===== src/rtl/ctrl_pkg.sv =====
// Shared types and field helpers for the systolic-array instruction sequencer.
package ctrl_pkg;

    typedef enum logic [4:0] {
        OP_NONE      = 5'h00,
        OP_MAC       = 5'h01,
        OP_SEND_WT   = 5'h02,
        OP_STORE_OUT = 5'h03,
        OP_RECV_INP  = 5'h04,
        OP_RECV_WT   = 5'h05,
        OP_TX_OUT    = 5'h06,
        OP_ACC_RST   = 5'h07,
        OP_NOP       = 5'h1F
    } opcode_e;

    localparam logic [1:0] SS_IDLE   = 2'b00;
    localparam logic [1:0] SS_WE     = 2'b01;
    localparam logic [1:0] SS_STREAM = 2'b10;

    localparam int OPC_W = 5;

    typedef enum logic {
        ST_IDLE   = 1'b0,
        ST_STREAM = 1'b1
    } fsm_state_e;

    function automatic int addr_lsb();
        return OPC_W;
    endfunction

    function automatic int data_lsb(input int addr_w);
        return OPC_W + addr_w;
    endfunction

    function automatic int entry_w(input int addr_w, input int data_w);
        return OPC_W + addr_w + data_w;
    endfunction

endpackage


===== src/rtl/instr_fifo.sv =====
// Synchronous FIFO with combinational head read and wrap-bit full/empty detection.
module instr_fifo #(
    parameter int WIDTH = 8,
    parameter int DEPTH = 4
) (
    input  logic             clk,
    input  logic             rst_n,
    input  logic             push,
    input  logic [WIDTH-1:0] wdata,
    input  logic             pop,
    output logic [WIDTH-1:0] rdata,
    output logic             full,
    output logic             empty
);
    localparam int AW = $clog2(DEPTH);

    logic [AW:0]      wr_ptr_r;
    logic [AW:0]      rd_ptr_r;
    logic [WIDTH-1:0] mem_r [DEPTH];

    assign empty = (wr_ptr_r == rd_ptr_r);
    assign full  = (wr_ptr_r[AW] != rd_ptr_r[AW]) && (wr_ptr_r[AW-1:0] == rd_ptr_r[AW-1:0]);
    assign rdata = mem_r[rd_ptr_r[AW-1:0]];

    // Storage array; contents are don't-care until written.
    always_ff @(posedge clk) begin
        if (push && !full) begin
            mem_r[wr_ptr_r[AW-1:0]] <= wdata;
        end
    end

    // Read/write pointers.
    always_ff @(posedge clk or negedge rst_n) begin
        if (!rst_n) begin
            wr_ptr_r <= '0;
            rd_ptr_r <= '0;
        end else begin
            if (push && !full) begin
                wr_ptr_r <= wr_ptr_r + (AW+1)'(1);
            end
            if (pop && !empty) begin
                rd_ptr_r <= rd_ptr_r + (AW+1)'(1);
            end
        end
    end

endmodule


===== src/rtl/instr_sequencer.sv =====
// Queues instructions and decodes them into registered buffer/accumulator/MAC command pulses,
// holding multi-cycle streaming commands for their programmed length.
module instr_sequencer
    import ctrl_pkg::*;
#(
    parameter int INSTR_W            = 64,
    parameter int ADDR_W             = 14,
    parameter int DATA_W             = 32,
    parameter int OUT_ADDR_W         = 4,
    parameter int FIFO_DEPTH         = 4,
    parameter int CNT_W              = 8,
    parameter int DEFAULT_STREAM_LEN = 16
) (
    input  logic                  clk,
    input  logic                  rst_n,
    input  logic                  instr_valid,
    input  logic [INSTR_W-1:0]    instr,
    output logic                  instr_ready,
    output logic [ADDR_W-1:0]     inp_buf_addr,
    output logic [DATA_W-1:0]     inp_buf_data,
    output logic [ADDR_W-1:0]     wt_buf_addr,
    output logic [DATA_W-1:0]     wt_buf_data,
    output logic [OUT_ADDR_W-1:0] acc_to_op_buf_addr,
    output logic                  acc_result_to_op_buf,
    output logic [OUT_ADDR_W-1:0] out_buf_addr,
    output logic                  op_buffer_instr_for_sending_data,
    output logic                  instr_for_accum_to_reset,
    output logic [1:0]            state_signal,
    output logic                  i_mode,
    output logic                  busy,
    output logic                  illegal_op
);
    localparam int ENTRY_W = entry_w(ADDR_W, DATA_W);
    localparam int A_LSB   = addr_lsb();
    localparam int D_LSB   = data_lsb(ADDR_W);
    localparam logic [CNT_W-1:0] DEF_LEN_M1 = CNT_W'(DEFAULT_STREAM_LEN - 1);

    logic [ENTRY_W-1:0] head_s;
    logic               fifo_full_s;
    logic               fifo_empty_s;
    logic               push_s;
    logic               pop_s;
    opcode_e            op_s;
    logic [ADDR_W-1:0]  head_addr_s;
    logic [DATA_W-1:0]  head_data_s;
    logic [CNT_W-1:0]   len_m1_s;

    fsm_state_e         state_r;
    fsm_state_e         state_s;
    logic [CNT_W-1:0]   cnt_r;
    logic [CNT_W-1:0]   cnt_s;

    logic [ADDR_W-1:0]     inp_addr_s;
    logic [DATA_W-1:0]     inp_data_s;
    logic [ADDR_W-1:0]     wt_addr_s;
    logic [DATA_W-1:0]     wt_data_s;
    logic [OUT_ADDR_W-1:0] acc_addr_s;
    logic                  acc_res_s;
    logic [OUT_ADDR_W-1:0] out_addr_s;
    logic                  tx_s;
    logic                  acc_rst_s;
    logic [1:0]            ss_s;
    logic                  i_mode_s;
    logic                  illegal_s;

    // Opcode 0x00 is acknowledged on the handshake but never queued.
    assign instr_ready = !fifo_full_s;
    assign push_s      = instr_valid && !fifo_full_s && (instr[OPC_W-1:0] != OP_NONE);

    instr_fifo #(
        .WIDTH (ENTRY_W),
        .DEPTH (FIFO_DEPTH)
    ) u_fifo (
        .clk   (clk),
        .rst_n (rst_n),
        .push  (push_s),
        .wdata (instr[ENTRY_W-1:0]),
        .pop   (pop_s),
        .rdata (head_s),
        .full  (fifo_full_s),
        .empty (fifo_empty_s)
    );

    generate
        if (INSTR_W > ENTRY_W) begin : g_pad
            logic unused_pad_s;
            assign unused_pad_s = ^instr[INSTR_W-1:ENTRY_W];
        end
    endgenerate

    assign op_s        = opcode_e'(head_s[OPC_W-1:0]);
    assign head_addr_s = head_s[A_LSB +: ADDR_W];
    assign head_data_s = head_s[D_LSB +: DATA_W];

    // Stream length minus one, substituting the default for a zero length field.
    always_comb begin
        len_m1_s = DEF_LEN_M1;
        if (head_data_s[CNT_W-1:0] == '0) begin
            len_m1_s = DEF_LEN_M1;
        end else begin
            len_m1_s = head_data_s[CNT_W-1:0] - CNT_W'(1);
        end
    end

    // Next-state, pop decision and next command outputs.
    always_comb begin
        state_s    = state_r;
        cnt_s      = cnt_r;
        pop_s      = 1'b0;
        inp_addr_s = '0;
        inp_data_s = '0;
        wt_addr_s  = '0;
        wt_data_s  = '0;
        acc_addr_s = '0;
        acc_res_s  = 1'b0;
        out_addr_s = '0;
        tx_s       = 1'b0;
        acc_rst_s  = 1'b0;
        ss_s       = SS_IDLE;
        i_mode_s   = 1'b0;
        illegal_s  = 1'b0;

        if (state_r == ST_STREAM) begin
            if (cnt_r != '0) begin
                cnt_s    = cnt_r - CNT_W'(1);
                ss_s     = SS_STREAM;
                i_mode_s = i_mode;
            end else begin
                state_s = ST_IDLE;
            end
        end else begin
            state_s = ST_IDLE;
        end

        // A finished stream hands over to the next instruction on the same edge.
        if (!fifo_empty_s && ((state_r == ST_IDLE) || (cnt_r == '0))) begin
            pop_s = 1'b1;
            case (op_s)
                OP_MAC, OP_SEND_WT: begin
                    state_s  = ST_STREAM;
                    cnt_s    = len_m1_s;
                    ss_s     = SS_STREAM;
                    i_mode_s = (op_s == OP_SEND_WT);
                end
                OP_STORE_OUT: begin
                    ss_s       = SS_WE;
                    acc_res_s  = 1'b1;
                    acc_addr_s = head_addr_s[OUT_ADDR_W-1:0];
                end
                OP_RECV_INP: begin
                    ss_s       = SS_WE;
                    inp_addr_s = head_addr_s;
                    inp_data_s = head_data_s;
                end
                OP_RECV_WT: begin
                    ss_s      = SS_WE;
                    wt_addr_s = head_addr_s;
                    wt_data_s = head_data_s;
                end
                OP_TX_OUT: begin
                    tx_s       = 1'b1;
                    out_addr_s = head_addr_s[OUT_ADDR_W-1:0];
                end
                OP_ACC_RST: acc_rst_s = 1'b1;
                OP_NOP:     illegal_s = 1'b0;
                default:    illegal_s = 1'b1;
            endcase
        end else begin
            pop_s = 1'b0;
        end
    end

    // FSM state and stream counter.
    always_ff @(posedge clk or negedge rst_n) begin
        if (!rst_n) begin
            state_r <= ST_IDLE;
            cnt_r   <= '0;
        end else begin
            state_r <= state_s;
            cnt_r   <= cnt_s;
        end
    end

    // Registered command outputs.
    always_ff @(posedge clk or negedge rst_n) begin
        if (!rst_n) begin
            inp_buf_addr                     <= '0;
            inp_buf_data                     <= '0;
            wt_buf_addr                      <= '0;
            wt_buf_data                      <= '0;
            acc_to_op_buf_addr               <= '0;
            acc_result_to_op_buf             <= 1'b0;
            out_buf_addr                     <= '0;
            op_buffer_instr_for_sending_data <= 1'b0;
            instr_for_accum_to_reset         <= 1'b0;
            state_signal                     <= SS_IDLE;
            i_mode                           <= 1'b0;
            illegal_op                       <= 1'b0;
        end else begin
            inp_buf_addr                     <= inp_addr_s;
            inp_buf_data                     <= inp_data_s;
            wt_buf_addr                      <= wt_addr_s;
            wt_buf_data                      <= wt_data_s;
            acc_to_op_buf_addr               <= acc_addr_s;
            acc_result_to_op_buf             <= acc_res_s;
            out_buf_addr                     <= out_addr_s;
            op_buffer_instr_for_sending_data <= tx_s;
            instr_for_accum_to_reset         <= acc_rst_s;
            state_signal                     <= ss_s;
            i_mode                           <= i_mode_s;
            illegal_op                       <= illegal_s;
        end
    end

    assign busy = !fifo_empty_s || (state_r == ST_STREAM) || (state_signal != SS_IDLE)
                || acc_result_to_op_buf || op_buffer_instr_for_sending_data
                || instr_for_accum_to_reset || i_mode || illegal_op;

endmodule


===== config.mk =====
export PLATFORM = sky130hd
export DESIGN_NAME = instr_sequencer
export DESIGN_NICKNAME = d
export VERILOG_FILES = /design/src/rtl/ctrl_pkg.sv /design/src/rtl/instr_fifo.sv /design/src/rtl/instr_sequencer.sv
export SDC_FILE = /design/constraint.sdc
export NUM_CORES = 1
export LEC_CHECK = 0
export ABC_AREA = 1
export CORE_UTILIZATION = 45
export CTS_BUF_LIST = sky130_fd_sc_hd__clkbuf_16
export DETAILED_ROUTE_END_ITERATION = 7
export DONT_BUFFER_PORTS = 1
export GPL_TIMING_DRIVEN = 0
export PLACE_DENSITY_LB_ADDON = 0.08
export SKIP_CTS_REPAIR_TIMING = 1
export SLEW_MARGIN = 20
export SYNTH_ARGS = -nofsm -noshare
export SYNTH_HDL_FRONTEND = slang
export SYNTH_SLANG_ARGS = --single-unit

===== constraint.sdc =====
create_clock -name clk -period 4.7 [get_ports clk]
set_input_delay 1.41 -clock clk [delete_from_list [all_inputs] [get_ports clk]]
set_output_delay 1.41 -clock clk [all_outputs]
set_load 0.1 [all_outputs]

==> impl_metrics.env, run 1 <==
export IMPL_period_share_pct=84.5
export IMPL_yosys_area_top_type="edfxtp_1"
export IMPL_critical_path_max_fanout=8
export IMPL_hold_viol_final=0
export IMPL_clock_power_share_pct=26.7
export IMPL_r2r_cells=9
export IMPL_syn_nets=1067
export IMPL_yosysSeqAreaShare_pct=74.8
export IMPL_drv_slew=0
export IMPL_hold_path_class="reg2reg"
export IMPL_min_to="u_fifo.wr_ptr_r[2]"
export IMPL_status="complete, no violations"
export IMPL_r2r_setup_slack_ns=0.86
export IMPL_regArea_um2=9180
export IMPL_fill_cells=2359
export IMPL_drc_errors=0
export IMPL_cts_tree="yes"
export IMPL_synth_avg_cell_area_um2=12.4
export IMPL_pwr_density_cell_nw_per_um2=733
export IMPL_clk_latency_ns=0.52
export IMPL_first_iter_violations=398
export IMPL_cp_start_kind="flip-flop"
export IMPL_multiInputGateArea_um2=2720
export IMPL_ys_seq_elements=326
export IMPL_synth_top_area_share_pct=49.9
export IMPL_rr_startpoint="u_fifo.rd_ptr_r[1]"
export IMPL_ys_types=28
export IMPL_yosysWarnings=0
export IMPL_period_needed_ns=3.97
export IMPL_die_area_um2=27900
export IMPL_critPathArrivalTime_ns=2.56
export IMPL_clkSlewWorstSetupHoldPaths_ns=0.06
export IMPL_p_leak_nw=5.80
export IMPL_netlist_instances=992
export IMPL_p_switching_mw=4.20
export IMPL_core_um2=26900
export IMPL_placed_cell_area_um2=12900
export IMPL_clk_path_buf_depth=3
export IMPL_diodes=0
export IMPL_slew_headroom_pct=29.3
export IMPL_syn_cell_area_um2=12300
export IMPL_fin_cells=1407
export IMPL_ir_worst_vdd_uv=286
export IMPL_num_rows=60
export IMPL_numCtsBuffers=36
export IMPL_synthFlopType="edfxtp_1"
export IMPL_p_seq_share_pct=43.4
export IMPL_worst_pin_slew_ns=1.06
export IMPL_rsz0062_at_grt="no"
export IMPL_dr_pass1_iters=4
export IMPL_drive_gt1_share_pct=11.1
export IMPL_critical_path_class="reg2out"
export IMPL_grt_max_degree=123
export IMPL_regToRegEndpoint="u_fifo.mem_r[0][44]"
export IMPL_dp_cells=1341
export IMPL_chipHeight_um=167
export IMPL_cp_required_ns=3.29
export IMPL_overflow=0
export IMPL_gp_congestion=0.848
export IMPL_hold_slack_ns=0.484
export IMPL_vias_per_cell=5.17
export IMPL_vias=7277
export IMPL_final_setup_viol_count=0
export IMPL_synth_edf_count=204
export IMPL_io_pin_count=176
export IMPL_die_w_um=167
export IMPL_drv_cap=0
export IMPL_antenna_left=0
export IMPL_wl_mm=28.3
export IMPL_layout_nets=1113
export IMPL_grt_pass1_wl_mm=43.4
export IMPL_tns_ns=0
export IMPL_hp_start="u_fifo.wr_ptr_r[2]"
export IMPL_max_freq_mhz=252
export IMPL_power_internal_mw=6.14
export IMPL_synthTopCellsByArea="edfxtp_1, dfrtp_1, nand2_1, nor2_1, a21oi_1"
export IMPL_dp_final_hpwl_mm=18.3
export IMPL_clock_skew_ns=0.0192
export IMPL_wire_per_inst_um=20.1
export IMPL_whs_path_depth=1
export IMPL_grt_pass1_vias=7502
export IMPL_syn_to_final_growth_pct=14.9
export IMPL_numClockSinks=326
export IMPL_initial_utilization_pct=45.7
export IMPL_finish_instance_area_um2=14100
export IMPL_cts_htree_levels=2
export IMPL_antenna_found_initial=0
export IMPL_combPwrFrac_pct=29.9
export IMPL_root_buffer="clkbuf_16"
export IMPL_worst_setup_path_end_kind="output pin"
export IMPL_port_buffers=0
export IMPL_track_usage_pct=20.8
export IMPL_swShare_pct=40.6
export IMPL_synth_async_reset_ratio_pct=37.4
## per-layer routing
metal	vias up	wire length (um)	track usage, %	share of wire [%]
met2	194	13900	35.5	49
met5	-	0	0	0
met3	38	1840	5.55	6.5
li1	3466	-	-	-
met1	3579	12100	26.3	43
met4	0	436	5.07	1.5
## cell type report
type	instances	share of cell area (%)
Buffer	46	1.86
Clock buffer	40	7.10
Clock inverter	26	1.30
Inverter	38	1.01
Multi-Input combinational cell	582	19.3
Sequential cell	326	65.1
Tap cell	341	3.03
Timing Repair Buffer	8	1.30
## state kept, by name, indices dropped and copies added, names as in the netlist
| signal | count |
|---|---|
| u_fifo.mem_r | 204 |
| inp_buf_data | 32 |
| wt_buf_data | 32 |
| inp_buf_addr | 14 |
| wt_buf_addr | 14 |
| cnt_r | 8 |
| acc_to_op_buf_addr | 4 |
| out_buf_addr | 4 |
| u_fifo.rd_ptr_r | 3 |
| u_fifo.wr_ptr_r | 3 |
| state_signal | 2 |
| acc_result_to_op_buf | 1 |
| i_mode | 1 |
| illegal_op | 1 |
| instr_for_accum_to_reset | 1 |
| op_buffer_instr_for_sending_data | 1 |
| state_r | 1 |
## power by group through the flow
stage / registers (mW) / logic [mW] / clock network, mW
after floorplan: 4.53 / 2.07 / 0
after global placement: 4.61 / 2.99 / 0
after detailed placement: 4.55 / 3.13 / 0
after CTS: 4.49 / 3.15 / 2.81
after global routing: 4.54 / 3.47 / 2.93
final: 4.49 / 3.09 / 2.76
## cell usage after synthesis, types with 2 or more instances
| library cell | instances |
|---|---|
| nor2_2 | 4 |
| nor4_1 | 3 |
| nand2_1 | 243 |
| a21oi_1 | 79 |
| nand2_2 | 3 |
| xnor2_1 | 2 |
| nor2_1 | 127 |
| edfxtp_1 | 204 |
| buf_6 | 5 |
| o21ai_0 | 13 |
| dfrtp_1 | 122 |
| ha_1 | 8 |
| nand3_1 | 42 |
| clkbuf_1 | 12 |
| inv_2 | 3 |
| nor2_4 | 2 |
| xor2_1 | 8 |
| buf_4 | 7 |
| buf_2 | 21 |
| a22oi_1 | 39 |
| nor3_1 | 4 |
| inv_1 | 35 |
## stage by stage
step / total power [mW] / util (%) / setup slack (ns)
3_5_place_dp: 7.68 / 48.1 / 0.815
6_report: 10.3 / 52.5 / 0.727
5_1_grt: 10.9 / 52.5 / 0.574
2_1_floorplan: 6.59 / - / 0.0968
3_3_place_gp: 7.60 / 47.3 / -2.31
4_1_cts: 10.5 / 52.5 / 0.689
## cell usage in the layout (no fill, tap or decap), types with 2 or more instances in the layout
master and instances:
nor2_1 123, inv_2 7, xnor2_1 2, nor3_1 4
edfxtp_1 204, dfrtp_1 122, nor4_1 3, clkinvlp_4 2
clkinv_2 8, buf_2 21, clkbuf_1 12, a21oi_1 79
clkbuf_16 40, buf_6 5, buf_12 5, inv_1 41
nand3_1 42, nand2_2 3, bufinv_16 2, buf_16 3
buf_4 7, nor2_4 6, clkinv_1 2, a22oi_1 39
o21ai_0 13, xor2_1 8, nor2_2 4, nand2_1 243
ha_1 8
## worst max-delay path, cell delays in order (launching register included)
cell and delay [ns]:
dfrtp_1 0.38, buf_2 0.19, inv_2 0.18, nand2_1 0.07, nand2_1 0.07, nand2_1 0.05
nor2_1 0.27, nand3_1 0.83
## worst max path at each step
| stage | startpoint | end | slack (ns) | cells after the start |
|---|---|---|---|---|
| 3_5_place_dp | u_fifo.rd_ptr_r[1] | u_fifo.mem_r[0][44] | 0.82 | 9 |
| 6_report | u_fifo.rd_ptr_r[1] | busy | 0.73 | 7 |
| 5_1_grt | u_fifo.rd_ptr_r[1] | busy | 0.57 | 7 |
| 3_3_place_gp | u_fifo.rd_ptr_r[1] | u_fifo.mem_r[2][47] | -2.31 | 7 |
| 2_1_floorplan | u_fifo.rd_ptr_r[1] | u_fifo.mem_r[3][0] | 0.1 | 7 |
| 4_1_cts | u_fifo.rd_ptr_r[1] | busy | 0.69 | 7 |
## cell families after synthesis
kind of cell	synth area share, %
buffers and inverters	3.30
and+or+nand+nor	14.1
adders and majority gates	0.815
DFF	74.8
xor gates and xnor gates	0.714
AOI/OAI and AO/OA	6.33
(Power assumes the default switching activity.)
==> run 2, diff against run 1 <==
clock period = 3.9 ns   (was 4.7 ns; I/O delays follow)
==> run 2 against run 1 <==
Total power is 18% higher. Via count is 0.67% higher. Critical path type unchanged. Combinational power is 21% higher. Sequential power is 20% higher. Count of clock-buffer cells in the layout is 3 lower. Clock power is 9.4% higher. Register-to-register slack worse by 0.32 ns. Cell area is 0.38% lower. Routed wire length is 0.62% higher. Worst setup slack worse by 0.35 ns. Utilization is 0.20 points lower. First-iteration DRC count is 18% higher. Highest routed layer unchanged.
==> impl_metrics.env, run 2 (synthesis gave the netlist of run 1 again) <==
export IMPL_core_um2=26900
export IMPL_cts_htree_levels=2
export IMPL_rr_startpoint="u_fifo.rd_ptr_r[1]"
export IMPL_gp_congestion=0.826
export IMPL_largest_reg_flops=204
export IMPL_wl_mm=28.4
export IMPL_fin_cells=1406
export IMPL_utilization_pct=52.3
export IMPL_tns_ns=0
export IMPL_critical_path_max_fanout=8
export IMPL_drv_cap=0
export IMPL_worst_setup_path_end_kind="output pin"
export IMPL_layout_commonest_cell="nand2_1"
export IMPL_io_pin_count=176
export IMPL_numClockSinks=326
export IMPL_grt_pass1_vias=7436
export IMPL_status="complete, no violations"
export IMPL_regToRegEndpoint="u_fifo.mem_r[1][17]"
export IMPL_dr_pass1_iters=5
export IMPL_layout_common_cells="nand2_1, edfxtp_1, nor2_1, dfrtp_1, a21oi_1"
export IMPL_fill_cells=2379
export IMPL_vias=7326
export IMPL_period_share_pct=90.4
export IMPL_critical_path_class="reg2out"
export IMPL_die_area_um2=27900
export IMPL_chipHeight_um=167
export IMPL_track_usage_pct=20.8
export IMPL_antenna_left=0
export IMPL_initial_utilization_pct=45.7
export IMPL_clk_path_buf_depth=3
export IMPL_hold_slack_ns=0.352
export IMPL_dp_final_hpwl_mm=18.7
export IMPL_p_leak_nw=5.77
export IMPL_layout_nets=1114
export IMPL_finish_instance_area_um2=14000
export IMPL_clkSlewWorstSetupHoldPaths_ns=0.06
export IMPL_placed_cell_area_um2=13000
export IMPL_startpoint="u_fifo.rd_ptr_r[1]"
export IMPL_drive_gt1_share_pct=10.5
export IMPL_rsz0062_at_grt="no"
export IMPL_vias_per_cell=5.21
export IMPL_cts_tree="yes"
export IMPL_final_setup_viol_count=0
export IMPL_period_needed_ns=3.52
export IMPL_drv_slew=0
export IMPL_antenna_found_initial=0
export IMPL_hold_path_class="in2async"
export IMPL_worst_pin_slew_ns=0.956
export IMPL_port_buffers=0
export IMPL_first_iter_violations=470
export IMPL_power_mw=12.2
export IMPL_clk_latency_ns=0.52
export IMPL_cp_start_kind="flip-flop"
export IMPL_fin_ws_ns=0.376
export IMPL_wire_per_inst_um=20.2
export IMPL_slew_headroom_pct=36.3
export IMPL_overflow=0
export IMPL_num_rows=60
export IMPL_syn_to_final_growth_pct=14.4
export IMPL_diodes=0
export IMPL_pre_cts_ws_ns=-0.0394
export IMPL_grt_pass1_wl_mm=43.7
export IMPL_r2r_cells=10
export IMPL_ir_worst_vdd_uv=359
export IMPL_die_w_um=167
export IMPL_cp_required_ns=2.73
export IMPL_max_freq_mhz=284
export IMPL_r2r_setup_slack_ns=0.54
export IMPL_pwr_density_cell_nw_per_um2=868
export IMPL_root_buffer="clkbuf_16"
export IMPL_numCtsBuffers=35
export IMPL_drc_errors=0
export IMPL_hold_viol_final=0
export IMPL_dp_cells=1343
export IMPL_grt_max_degree=123
export IMPL_critPathArrivalTime_ns=2.35
export IMPL_clock_skew_ns=0.0151
run 2: changes by cell type in the layout (fill, tap and decap cells not counted), sizes merged:
cell,before,now
clkbuf,52,49
buf,42,44
clkinv,11,13
bufinv,2,0
run 2: report_power, final:
| part | internal, mW | switching, mW | total [mW] |
|---|---|---|---|
| registers | 4.35 | 1.06 | 5.41 |
| logic | 1.10 | 2.65 | 3.75 |
| clock network | 1.72 | 1.30 | 3.02 |
run 2: how the worst max path moves through the flow:
stage,end,cells past startpoint
global route,busy,7
global placement,u_fifo.mem_r[1][17],7
CTS,u_fifo.mem_r[1][17],10
detailed placement,u_fifo.mem_r[1][43],10
floorplan,u_fifo.mem_r[0][0],7
finish,busy,7
run 2: critical path, stage by stage (launching register included):
cell and delay (ns):
dfrtp_1 0.37, buf_2 0.19, inv_2 0.17, nand2_1 0.07, nand2_1 0.09, nand2_1 0.06
nor2_1 0.33, nand3_2 0.54
run 2: metal layers:
layer | share of wire [%] | global-route usage (%) | vias up | wire [um]
li1 | - | - | 3470 | -
met1 | 43 | 27.2 | 3601 | 12400
met2 | 48 | 34.3 | 211 | 13600
met3 | 6.6 | 5.37 | 44 | 1880
met4 | 2.0 | 6.18 | 0 | 558
met5 | 0 | 0 | - | 0
run 2: layout make-up:
class                           instances  area (um2)  share of cell area [%]
Timing Repair Buffer                   10         245                    1.75
Tap cell                              341         427                    3.04
Clock inverter                         26         131                   0.935
Sequential cell                       326        9180                    65.4
Multi-Input combinational cell        582        2730                    19.4
Buffer                                 46         263                    1.87
Clock buffer                           37         926                    6.59
Inverter                               38         143                    1.02
==> run 3, diff against run 2 <==
CORE_MARGIN = 5   (was default)
==> run 3 against run 2 <==
Sequential power about the same. Total power is 1.7% higher. Count of clock-buffer cells in the layout grew 3.
==> impl_metrics.env, run 3 (synthesis gave the netlist of run 1 again) <==
export IMPL_hold_viol_final=0
export IMPL_critical_path_class="reg2out"
export IMPL_critical_path_max_fanout=8
export IMPL_vias=7376
export IMPL_clk_latency_ns=0.51
export IMPL_clkSlewWorstSetupHoldPaths_ns=0.06
export IMPL_pwr_density_cell_nw_per_um2=878
export IMPL_worst_setup_path_end_kind="output pin"
export IMPL_diodes=0
export IMPL_io_pin_count=176
export IMPL_regToRegEndpoint="u_fifo.mem_r[1][43]"
export IMPL_die_area_um2=30700
export IMPL_clock_skew_ns=0.0257
export IMPL_core_um2=26900
export IMPL_worst_pin_slew_ns=0.948
export IMPL_drv_cap=0
export IMPL_layout_nets=1115
export IMPL_ir_worst_vdd_uv=394
export IMPL_period_needed_ns=3.51
export IMPL_antenna_found_initial=0
export IMPL_die_w_um=175
export IMPL_clk_path_buf_depth=3
export IMPL_overflow=0
export IMPL_cp_required_ns=2.73
export IMPL_wl_mm=29.2
export IMPL_numClockSinks=326
export IMPL_gp_congestion=0.812
export IMPL_critPathArrivalTime_ns=2.34
export IMPL_num_rows=60
export IMPL_port_buffers=0
export IMPL_status="complete, no violations"
export IMPL_antenna_left=0
export IMPL_layout_commonest_cell="nand2_1"
export IMPL_max_freq_mhz=285
export IMPL_startpoint="u_fifo.rd_ptr_r[1]"
export IMPL_grt_pass1_wl_mm=45.6
export IMPL_r2r_cells=9
export IMPL_cts_tree="yes"
export IMPL_hold_path_class="in2async"
export IMPL_drive_gt1_share_pct=10.9
export IMPL_cts_htree_levels=2
export IMPL_period_share_pct=89.9
export IMPL_drc_errors=0
export IMPL_cp_start_kind="flip-flop"
export IMPL_path_common_cell="nand2_1"
export IMPL_r2r_setup_slack_ns=0.59
export IMPL_dr_pass1_iters=5
export IMPL_root_buffer="clkbuf_16"
export IMPL_track_usage_pct=19.2
export IMPL_slew_headroom_pct=36.8
export IMPL_placed_cell_area_um2=12900
export IMPL_grt_max_degree=123
export IMPL_crit_slowest_cell="nand3_2"
export IMPL_vias_per_cell=5.23
export IMPL_dp_final_hpwl_mm=19.0
export IMPL_rsz0062_at_grt="no"
export IMPL_syn_to_final_growth_pct=15.0
export IMPL_layout_common_cells="nand2_1, edfxtp_1, nor2_1, dfrtp_1, a21oi_1"
export IMPL_drv_slew=0
export IMPL_initial_utilization_pct=45.7
export IMPL_finish_instance_area_um2=14100
export IMPL_chipHeight_um=175
export IMPL_grt_pass1_vias=7615
export IMPL_max_stage_delay_ns=0.54
export IMPL_rr_startpoint="u_fifo.rd_ptr_r[1]"
export IMPL_first_iter_violations=478
export IMPL_hold_slack_ns=0.363
export IMPL_wire_per_inst_um=20.7
export IMPL_endpoint="busy"
export IMPL_largest_reg_flops=204
export IMPL_p_leak_nw=5.82
export IMPL_numCtsBuffers=36
export IMPL_path_cells="buf_2 -> inv_2 -> nand2_1 -> nand2_1 -> nand2_1 -> nor2_1 -> nand3_2"
export IMPL_final_setup_viol_count=0
[run 3: cell count changes in the layout (fill, tap and decap cells not counted)]
cell / delta
buf_16: -1
clkinv_2: +1
inv_6: -1
buf_4: +1
clkinv_1: -1
clkinv_4: +1
inv_4: +1
clkbuf_16: +3
clkinvlp_4: -2
bufinv_16: +1
[run 3: metrics by stage]
stage	TNS (ns)	setup slack [ns]	instances	total power [mW]	util, %
after floorplan	-103.81	-0.678	992	7.94	-
after global placement	-535.04	-3.13	1333	9.17	47.3
after detailed placement	-0.739	-0.0481	1342	9.28	48.2
after CTS	-0.712	-0.0486	1408	12.5	52.5
after global routing	0	0.219	1409	13.2	52.5
final	0	0.393	1409	12.4	52.5
[run 3: metal layers]
| metal | global-route usage [%] | up-vias | share of wire (%) |
|---|---|---|---|
| met5 | 0 | - | 0 |
| met1 | 25.4 | 3649 | 43 |
| met2 | 31.4 | 211 | 47 |
| met3 | 5.80 | 36 | 7.8 |
| li1 | - | 3480 | - |
| met4 | 4.84 | 0 | 1.5 |
[run 3: how the worst min path moves through the flow]
stage                       start  slack, ns            endpoint
2_1_floorplan  u_fifo.wr_ptr_r[2]       0.46  u_fifo.wr_ptr_r[2]
3_3_place_gp   u_fifo.wr_ptr_r[2]       0.47  u_fifo.wr_ptr_r[2]
3_5_place_dp   u_fifo.wr_ptr_r[2]       0.48  u_fifo.wr_ptr_r[2]
4_1_cts                     rst_n       0.33     inp_buf_data[5]
5_1_grt                     rst_n       0.33    inp_buf_data[10]
6_report                    rst_n       0.36  u_fifo.wr_ptr_r[0]
[run 3: cell type report]
cell class                 instances  area [um2]
clock inverter                    26         154
timing repair buffer              10         225
inverter                          38         143
fill                            2312       12800
buffer                            46         263
multi-input combinational        582        2730
clock buffer                      40        1000
tap                              341         427
sequential                       326        9180
[run 3: power breakdown]
group	total (mW)	leakage [nW]	internal, mW	switching (mW)
combinational	3.77	1.67	1.09	2.68
clock	3.21	0.613	1.91	1.30
sequential	5.41	3.53	4.35	1.06
total	12.4	5.82	7.35	5.04
[run 3: worst max-delay path, delay by kind of cell (launching register included)]
kind | cells | cell delay (ns)
buffers and inverters | 2 | 0.37
flip-flops | 1 | 0.38
AND/OR/NAND/NOR | 5 | 1.09
==> RTL change (config.mk and constraints of run 3) <==
Take the reset off `inp_buf_data` and load it in a clocked block of its own.
--- a/src/rtl/instr_sequencer.sv
+++ b/src/rtl/instr_sequencer.sv
@@ -186,5 +186,4 @@
         if (!rst_n) begin
             inp_buf_addr                     <= '0;
-            inp_buf_data                     <= '0;
             wt_buf_addr                      <= '0;
             wt_buf_data                      <= '0;
@@ -199,5 +198,4 @@
         end else begin
             inp_buf_addr                     <= inp_addr_s;
-            inp_buf_data                     <= inp_data_s;
             wt_buf_addr                      <= wt_addr_s;
             wt_buf_data                      <= wt_data_s;
@@ -213,4 +211,8 @@
     end
 
+    always_ff @(posedge clk) begin
+        inp_buf_data <= inp_data_s;
+    end
+
     assign busy = !fifo_empty_s || (state_r == ST_STREAM) || (state_signal != SS_IDLE)
                 || acc_result_to_op_buf || op_buffer_instr_for_sending_data
Function: differs if rst_n is asserted again (counterexample within 4 cycles, from zero or initial values and one cycle with rst_n low); with rst_n held inactive, the same outputs for 4 cycles.
==> RTL change against run 3 <==
  * Routed wire length is 2.5% lower
  * Critical path type is now reg2reg
  * Core utilization is 0.58 points lower
  * Worst hold slack better by 0.0067 ns
  * Largest power group unchanged
  * Cell count is 1.9% lower
  * Critical endpoint is now u_fifo.mem_r[2][34]
  * Largest cell class unchanged
  * Worst setup slack worse by 0.22 ns
  * Highest routed layer unchanged
  * Design area is 1.1% lower
  * Sequential power hardly changed
  * Power is 0.45% lower
  * Area after synthesis is 0.43% lower
  * Sequential cell count stayed put
==> RTL change: results (changes against run 3) <==
| Metric | Value |
|---|---|
| Area of the multi-input gates | `0.00282 mm2 (+3.4%)` |
| Pre-CTS setup slack | `0.145 ns (+0.193 ns)` |
| Async SR Flop Fraction | `27.6% (-9.8 points)` |
| CP Class | `reg2reg` |
| Inverters | `34 (-11%)` |
| Largest net degree at the start of global routing | `91 (-26%)` |
| Final nets | `1091 (-2.2%)` |
| Post-Route M1 WL | `12.2 mm (-3.7%)` |
| Buffering overhead | `3.58% (+0.13 points)` |
| Worst Skew | `0.0130 ns (-0.0127 ns)` |
| Synth top area cells | `edfxtp_1 (50%), dfrtp_1 (18%), nand2_1 (7.3%)` |
| Distinct cells, synth | `37 (+32%)` |
| Worst-case vdd ir drop | `420 uV (+6.7%)` |
| First-pass GRT wire length | `43.5 mm (-4.5%)` |
| Plain + repair buffers | `55 (-1.8%)` |
| Worst Reg-to-Reg Cells | `7 (-2)` |
| Status | `complete, no violations` |
| CP arrival | `3.92 ns (+1.58 ns)` |
| Seq/Total Area, Yosys | `73.8% (-0.99 points)` |
| DP HPWL | `19.0 mm (about the same)` |
| Syn_nets | `1044 (-2.2%)` |
| Met1 Use GR | `24.5% (-0.96 points)` |
| Area occupied by registers | `0.00902 mm2 (-1.7%)` |
| CP Max Fanout | `21 (+13)` |
| # port buffers | `0 (unchanged)` |
| Vias in the first global route | `7238 (-5.0%)` |
| WL/cell | `20.6 um (-0.56%)` |
| Relative slew slack | `27.2% (-9.6 points)` |
| Vias/cell | `5.18 (-1.0%)` |
| Int Pwr | `7340 uW (-0.16%)` |
| Compound-Gate Fraction of Synth Area | `5.75% (-0.58 points)` |
| Multi-In Gates | `562 (-3.4%)` |
| Slack of the critical path | `0.173 ns (-0.220 ns)` |
| Commonest cells in the netlist | `nand2_1 (238), edfxtp_1 (204), nor2_1 (105), dfrtp_1 (90), a21oi_1 (54)` |
| Met2 routed WL | `13.7 mm (-0.69%)` |
| Met2 GRT Util | `30.4% (-1.1 points)` |
| Global placement routability congestion | `0.792 (-2.4%)` |
| Area share of fa/ha/maj cells after synthesis | `0.921% (+0.11 points)` |
| Clock buffer cells | `38 (-5.0%)` |
| Routed wl met3 | `2.13 mm (-6.7%)` |
| Worst R2R End | `u_fifo.mem_r[2][34]` |
| DR top layer | `met4` |
| Clock buffers and inverters, area share | `7.65% (-0.53 points)` |
| Post-synthesis xor/xnor area fraction | `0.932% (+0.22 points)` |
| GR met3 Demand/Resource | `5.91% (+0.11 points)` |
| Layout fillers | `2341 (+1.3%)` |
| Hold_ws | `0.369 ns (+0.00668 ns)` |
| Leakage power | `0.00560 uW (-3.8%)` |
| Total track usage | `18.5% (-0.73 points)` |
| Layout cells sized above 1 | `13.6% (+2.8 points)` |
| Initial DRC count | `430 (-10%)` |
## RTL change: stage by stage
stage                     instances  total power, uW  instance area, um2
after global placement         1309             9300               12700
after floorplan                 968             8130               12200
after detailed placement       1318             9440               12900
final                          1382            12300               14000
after CTS                      1382            12500               14000
after global routing           1382            13000               14000
## RTL change: power by group through the flow
stage | sequential (uW) | clock [uW] | combinational [uW]
after global placement | 5550 | 0 | 3740
final | 5410 | 3040 | 3890
after detailed placement | 5480 | 0 | 3960
after global routing | 5470 | 3250 | 4310
after CTS | 5420 | 3120 | 3970
after floorplan | 5460 | 0 | 2670
## RTL change: logic make-up after synthesis
family	Yosys count
adder cells (fa/ha/maj)	9
AND/OR/NAND/NOR	437
XOR/XNOR	13
buffers and inverters	80
flip-flops	326
AO/OA/AOI/OAI	103
## RTL change: worst max-delay path, stage by stage, from the launching register on
cell      delay (ns)
dfrtp_1         0.41
buf_4           0.20
xnor2_1         0.15
nand3b_1        0.81
nand3_1         0.66
nor2_4          0.71
buf_16          0.24
buf_12          0.20
